### config.mk
export PLATFORM = sky130hd
export DESIGN_NAME = coax_tx
export DESIGN_NICKNAME = d
export VERILOG_FILES = /design/src/rtl/coax_tx.sv
export SDC_FILE = /design/constraint.sdc
export NUM_CORES = 1
export LEC_CHECK = 0
export BUFFER_PORTS_ARGS = -buffer_cell sky130_fd_sc_hd__clkbuf_2
export CAP_MARGIN = 20
export CORE_MARGIN = 10
export CORE_UTILIZATION = 59
export DETAILED_ROUTE_END_ITERATION = 8
export GPL_TIMING_DRIVEN = 0
export PLACE_DENSITY = 0.82
export SKIP_LAST_GASP = 1
export SLEW_MARGIN = 20
export SYNTH_ARGS = -nofsm -noshare
export SYNTH_HDL_FRONTEND = slang
export SYNTH_SLANG_ARGS = --single-unit
### constraint.sdc
create_clock -name clk -period 3 [get_ports clk]
set_input_delay 0.45 -clock clk [delete_from_list [all_inputs] [get_ports clk]]
set_output_delay 0.45 -clock clk [all_outputs]
set_load 0.005 [all_outputs]
### src/rtl/coax_tx.sv
// ---------------------------------------------------------------------------
// coax_tx -- 3270 coax transmitter.
// Turns 10-bit words from the control block into one bi-phase frame:
// line quiesce, code violation, then per word a sync bit, 10 data bits
// (MSB first) and an even-parity bit, then the ending sequence. Words
// queued before the last parity clock run back-to-back in the same frame.
//
// Ports
//   clk          system clock
//   reset        asynchronous active-low reset
//   data[9:0]    word to send, MSB first
//   strobe       one-cycle send request, taken only while ready=1
//   ready        holding register empty
//   active       frame in progress
//   tx           bi-phase line level
//   tx_inverted  complement driver (0 outside a frame)
//   tx_delay     tx delayed by DELAY_CLOCKS clocks (pre-emphasis driver)
// ---------------------------------------------------------------------------
module coax_tx #(
  parameter int unsigned CLOCKS_PER_BIT = 16,
  parameter int unsigned DELAY_CLOCKS   = 4
) (
  input  logic       clk,
  input  logic       reset,
  input  logic [9:0] data,
  input  logic       strobe,
  output logic       ready,
  output logic       active,
  output logic       tx,
  output logic       tx_inverted,
  output logic       tx_delay
);

  localparam int unsigned CW   = $clog2(CLOCKS_PER_BIT);
  localparam int unsigned HALF = CLOCKS_PER_BIT / 2;
  localparam int unsigned LAST = CLOCKS_PER_BIT - 1;
  localparam int unsigned DW   = DELAY_CLOCKS;
  localparam int unsigned BW   = 4;

  typedef enum logic [2:0] {
    S_IDLE,
    S_QUIESCE,
    S_VIOLATION,
    S_SYNC,
    S_DATA,
    S_PARITY,
    S_END
  } state_e;

  state_e          state_q, state_d;
  logic [CW-1:0]   cell_q, cell_d;     // clock within current bit cell
  logic [BW-1:0]   bit_q, bit_d;       // bit cell index within current state
  logic [9:0]      hold_q, hold_d;
  logic            hold_full_q, hold_full_d;
  logic [9:0]      shift_q, shift_d;
  logic            par_q, par_d;
  logic            ready_q, ready_d;
  logic            active_q, active_d;
  logic            tx_q, tx_d;
  logic            tx_inv_q, tx_inv_d;
  logic [DW-1:0]   dly_q, dly_d;

  logic            accept;
  logic            cell_end;
  logic            xfer;

  // Level of a bi-phase bit: complement in the first half, true value in the second.
  function automatic logic cell_level(input logic b, input logic [CW-1:0] c);
    return (c < CW'(HALF)) ? ~b : b;
  endfunction

  assign accept   = strobe && ready_q;
  assign cell_end = (cell_q == CW'(LAST));
  // Holding word moves to the shifter on the first clock of each sync bit.
  assign xfer     = (state_q == S_SYNC) && (cell_q == '0) && hold_full_q;

  // Frame sequencing and bit-cell counters.
  always_comb begin
    state_d = state_q;
    cell_d  = cell_end ? '0 : cell_q + CW'(1);
    bit_d   = cell_end ? bit_q + BW'(1) : bit_q;
    case (state_q)
      S_IDLE: begin
        cell_d = '0;
        bit_d  = '0;
        if (hold_full_q || accept) state_d = S_QUIESCE;
      end
      S_QUIESCE: begin
        if (cell_end && (bit_q == BW'(4))) state_d = S_VIOLATION;
      end
      S_VIOLATION: begin
        if (cell_end && (bit_q == BW'(2))) state_d = S_SYNC;
      end
      S_SYNC: begin
        if (cell_end) state_d = S_DATA;
      end
      S_DATA: begin
        if (cell_end && (bit_q == BW'(9))) state_d = S_PARITY;
      end
      S_PARITY: begin
        // A strobe landing on the very last parity clock still chains on.
        if (cell_end) state_d = (hold_full_q || accept) ? S_SYNC : S_END;
      end
      S_END: begin
        // One "0" cell, then 1.5 cells high.
        if ((bit_q == BW'(2)) && (cell_q == CW'(HALF - 1))) state_d = S_IDLE;
      end
      default: state_d = S_IDLE;
    endcase
    if (state_d != state_q) begin
      cell_d = '0;
      bit_d  = '0;
    end
  end

  // Holding register, shifter and parity.
  always_comb begin
    hold_d      = hold_q;
    hold_full_d = hold_full_q;
    shift_d     = shift_q;
    par_d       = par_q;
    if (xfer) begin
      shift_d     = hold_q;
      par_d       = ^hold_q;
      hold_full_d = 1'b0;
    end else if ((state_q == S_DATA) && cell_end) begin
      shift_d = {shift_q[8:0], 1'b0};
    end
    if (accept) begin
      hold_d      = data;
      hold_full_d = 1'b1;
    end
    ready_d = ~hold_full_d;
  end

  // Line level for the cycle being entered, so tx lines up with state_q.
  always_comb begin
    tx_d = 1'b0;
    case (state_d)
      S_IDLE:      tx_d = 1'b0;
      S_QUIESCE:   tx_d = cell_level(1'b1, cell_d);
      S_VIOLATION: tx_d = (bit_d == BW'(0)) ||
                          ((bit_d == BW'(1)) && (cell_d < CW'(HALF)));
      S_SYNC:      tx_d = cell_level(1'b1, cell_d);
      S_DATA:      tx_d = cell_level(shift_d[9], cell_d);
      S_PARITY:    tx_d = cell_level(par_d, cell_d);
      S_END:       tx_d = (bit_d == BW'(0)) ? cell_level(1'b0, cell_d) : 1'b1;
      default:     tx_d = 1'b0;
    endcase
    active_d = (state_d != S_IDLE);
    tx_inv_d = active_d & ~tx_d;
    // Delay line oldest bit falls off the top.
    dly_d    = DW'({dly_q, tx_q});
  end

  always_ff @(posedge clk or negedge reset) begin
    if (!reset) begin
      state_q     <= S_IDLE;
      cell_q      <= '0;
      bit_q       <= '0;
      hold_q      <= '0;
      hold_full_q <= 1'b0;
      shift_q     <= '0;
      par_q       <= 1'b0;
      ready_q     <= 1'b1;
      active_q    <= 1'b0;
      tx_q        <= 1'b0;
      tx_inv_q    <= 1'b0;
      dly_q       <= '0;
    end else begin
      state_q     <= state_d;
      cell_q      <= cell_d;
      bit_q       <= bit_d;
      hold_q      <= hold_d;
      hold_full_q <= hold_full_d;
      shift_q     <= shift_d;
      par_q       <= par_d;
      ready_q     <= ready_d;
      active_q    <= active_d;
      tx_q        <= tx_d;
      tx_inv_q    <= tx_inv_d;
      dly_q       <= dly_d;
    end
  end

  assign ready       = ready_q;
  assign active      = active_q;
  assign tx          = tx_q;
  assign tx_inverted = tx_inv_q;
  assign tx_delay    = dly_q[DW-1];

endmodule

==> impl_metrics.ini <==
[outcome]
status = completed

[clock_network]
cts_tree = yes
clock_path_buffers = 2
clk_pin_slew_ns = 0.08
clk_latency_ns = 0.29
post_cts_resized = 0
clockRootBuffer = clkbuf_8
cts_buffers = 5
holdBufCountCts = 0
postCtsSetupRepairBufs = 0
htreeDepth = 2
clock_sinks = 41

[synth]
synth_nets = 234
synth_commonest_cells = 40 x dfrtp_1, 25 x nand2_1, 13 x xnor2_1
synth_warnings = 0
synth.area.top_cells = dfrtp_1 45%, xnor2_1 5.1%, mux2_2 5.1%
ys_ff_latch = 41
synth_top_area_share_pct = 45.1
synth.yosys.seq_area_share_pct = 46.3
synth-edff-count = 0
synth_area_mm2 = 0.00222
ys_types = 55
synth_cells = 215
syn-mean-instance-area_um2 = 10.3
synth_area_leader_cell = dfrtp_1
ys.flop_type = dfrtp_1
yosysMostFrequentCell = dfrtp_1
ys_async_sr_fraction_pct = 100

[detailed_routing]
vias_per_cell = 5.77
wl_per_cell_um = 15.5
drc = 0
first_iter_violations = 244
ant_nets = 0
totalWireLength_um = 4470
first_pass_iters = 4
vias = 1663

[power]
p_per_area_mw_per_mm2 = 518
pwr-share-comb_pct = 19.4
seqPwrFrac_pct = 51.4
power.clock.fraction_pct = 29.2
intPower_uw = 939
finalPower_uw = 1280
p_switching_uw = 342
switching_share_pct = 26.7
max-vdd-ir-drop_uv = 487
p_leak_uw = 0.00114

[timing]
max_slew_margin_pct = 60.8
finalCriticalPeriod_ns = 2.57
setup_viol = 0
setup_slack_ns = 0.426
post-route-period-util_pct = 85.8
worstMarginPinSlew_ns = 0.585
hold_viol = 0
rsz0062_at_grt = no
drv_slew = 0
fmax_ghz = 0.388
tns_ns = 0
clock_skew_ns = 0.00455

[cells_and_area]
drive_above_1_share_pct = 22.9
final_nets = 259
syn2layout_area_growth_pct = 11.5
antenna_cells = 0
stdcell_area_mm2 = 0.00247
final_core_util_pct = 67.6

[setup_path]
reg2regPathDepth = 10
crit_chain = ha_1 -> buf_4 -> and3_1 -> buf_6 -> buf_4 -> mux2i_1 -> o21ai_0 -> a311oi_1 -> nor3_1 -> nor4_2
crit_type = register to register
cpLargestDelayFamily = simple AND/OR/NAND/NOR gates
end_kind = register
crit_required_ns = 3.20
worst_path_largest_cell_delay_ns = 0.49
crit_buf_inv = 3
worst_ep_arrival_time_ns = 2.77
critical_path.most_common_cell = buf_4
slowest_stage = a311oi_1
r2r_slack_ns = 0.43
start_kind = register
crit_fanout = 10
rr_startpoint = cell_q[0]
r2r-end = tx_inverted

[placement]
post_dp_cell_area_mm2 = 0.00236
port_buffers = 17
place.gp.congestion = 0.880
dp_slack_ns = 0.534
post-dp-hpwl_um = 3200

[floorplan]
initial_core_util_pct = 60.6
die-area_mm2 = 0.00662
core_area_mm2 = 0.00366
num_rows = 22
fp.dieW_um = 81.3
fp.dieH_um = 81.3
io_pins = 18

[worst_hold_path]
min_path_type = primary input to async pin

[grt]
grt_pass1_vias = 1618
grt_usage_pct = 14.4
grt.overflow.total = 0
grt_max_degree = 42
antenna_found_initial = 0
grt_pass1_wl_um = 7450

[flow_run]
max-cap-violations = 0
-- worst max-delay path by stage --
stage,start,end,slack (ns),cells after the start
2_1_floorplan,cell_q[0],tx_inverted,0.87,10
3_3_place_gp,cell_q[0],tx_inverted,0.56,10
3_5_place_dp,cell_q[0],tx_inverted,0.53,10
4_1_cts,cell_q[0],tx_inverted,0.43,10
5_1_grt,cell_q[0],tx_inverted,0.24,10
6_report,cell_q[0],tx_inverted,0.43,10
-- placed cells by master, fill, tap and decap left out, types with 4 or more instances in the layout --
cell type	n
inv_1	12
a21oi_1	5
mux2_2	10
nor2_1	10
nand4_1	8
nand3_1	9
clkbuf_2	17
a31oi_1	4
clkbuf_1	5
a22oi_1	8
clkbuf_8	6
ha_1	6
nand2_1	25
xnor2_1	13
dfrtp_1	40
-- registers in the layout (all words and copies together) (netlist names) --
name         cells
active           1
bit_q            4
cell_q           4
dly_q            4
hold_full_q      1
hold_q          10
par_q            1
ready            1
shift_q         10
state_q          3
tx               1
tx_inverted      1
-- worst reg2reg max path: cells and delay by family, from the launching register on --
| kind | cells | cell delay [ns] |
|---|---|---|
| muxes | 1 | 0.14 |
| adders and majority gates | 1 | 0.21 |
| DFF | 1 | 0.42 |
| AOI/OAI and AO/OA | 2 | 0.61 |
| buffers and inverters | 3 | 0.45 |
| and+or+nand+nor | 3 | 0.63 |
-- cells by family (layout without fill, tap and decap cells) --
kind of cell | Yosys count | after routing | synth area share, %
AND/OR/NAND/NOR | 81 | 81 | 21.3
AO/OA/AOI/OAI | 36 | 36 | 11.7
multiplexers | 11 | 11 | 5.52
adder cells (fa/ha/maj) | 6 | 6 | 3.38
XOR/XNOR | 15 | 15 | 5.92
buffers and inverters | 25 | 50 | 5.86
flip-flops | 41 | 41 | 46.3
-- stage by stage --
stage	hold slack, ns	std cells
2_1_floorplan	0.154	215
3_3_place_gp	0.333	280
3_5_place_dp	0.335	280
4_1_cts	0.346	287
5_1_grt	0.0653	288
6_report	0.0438	288
-- metal layers --
layer	vias up	share of wire [%]	global-route usage, %
li1	806	-	-
met1	799	42	16.9
met2	42	49	23.1
met3	16	5.3	4.86
met4	0	2.9	6.75
met5	-	0	0
-- final cells by class --
cell class              instances  area [um^2]
multi-input cells             149         1060
plain buffers                  13         85.1
well taps                      48         60.1
clock buffers                   6         82.6
repair buffers                 18          105
inverters                      12         45.0
fillers                       283         1190
flip-flops and latches         41         1030
clock inverters                 1         7.51
-- power by group through the flow --
stage          Combinational [uW]  Clock [uW]  Sequential, uW
2_1_floorplan                 208           0             653
3_5_place_dp                  251           0             669
6_report                      249         374             658
4_1_cts                       251         379             658
5_1_grt                       277         399             667
3_3_place_gp                  240           0             664
No activity file was read; power rests on OpenSTA's default activity.
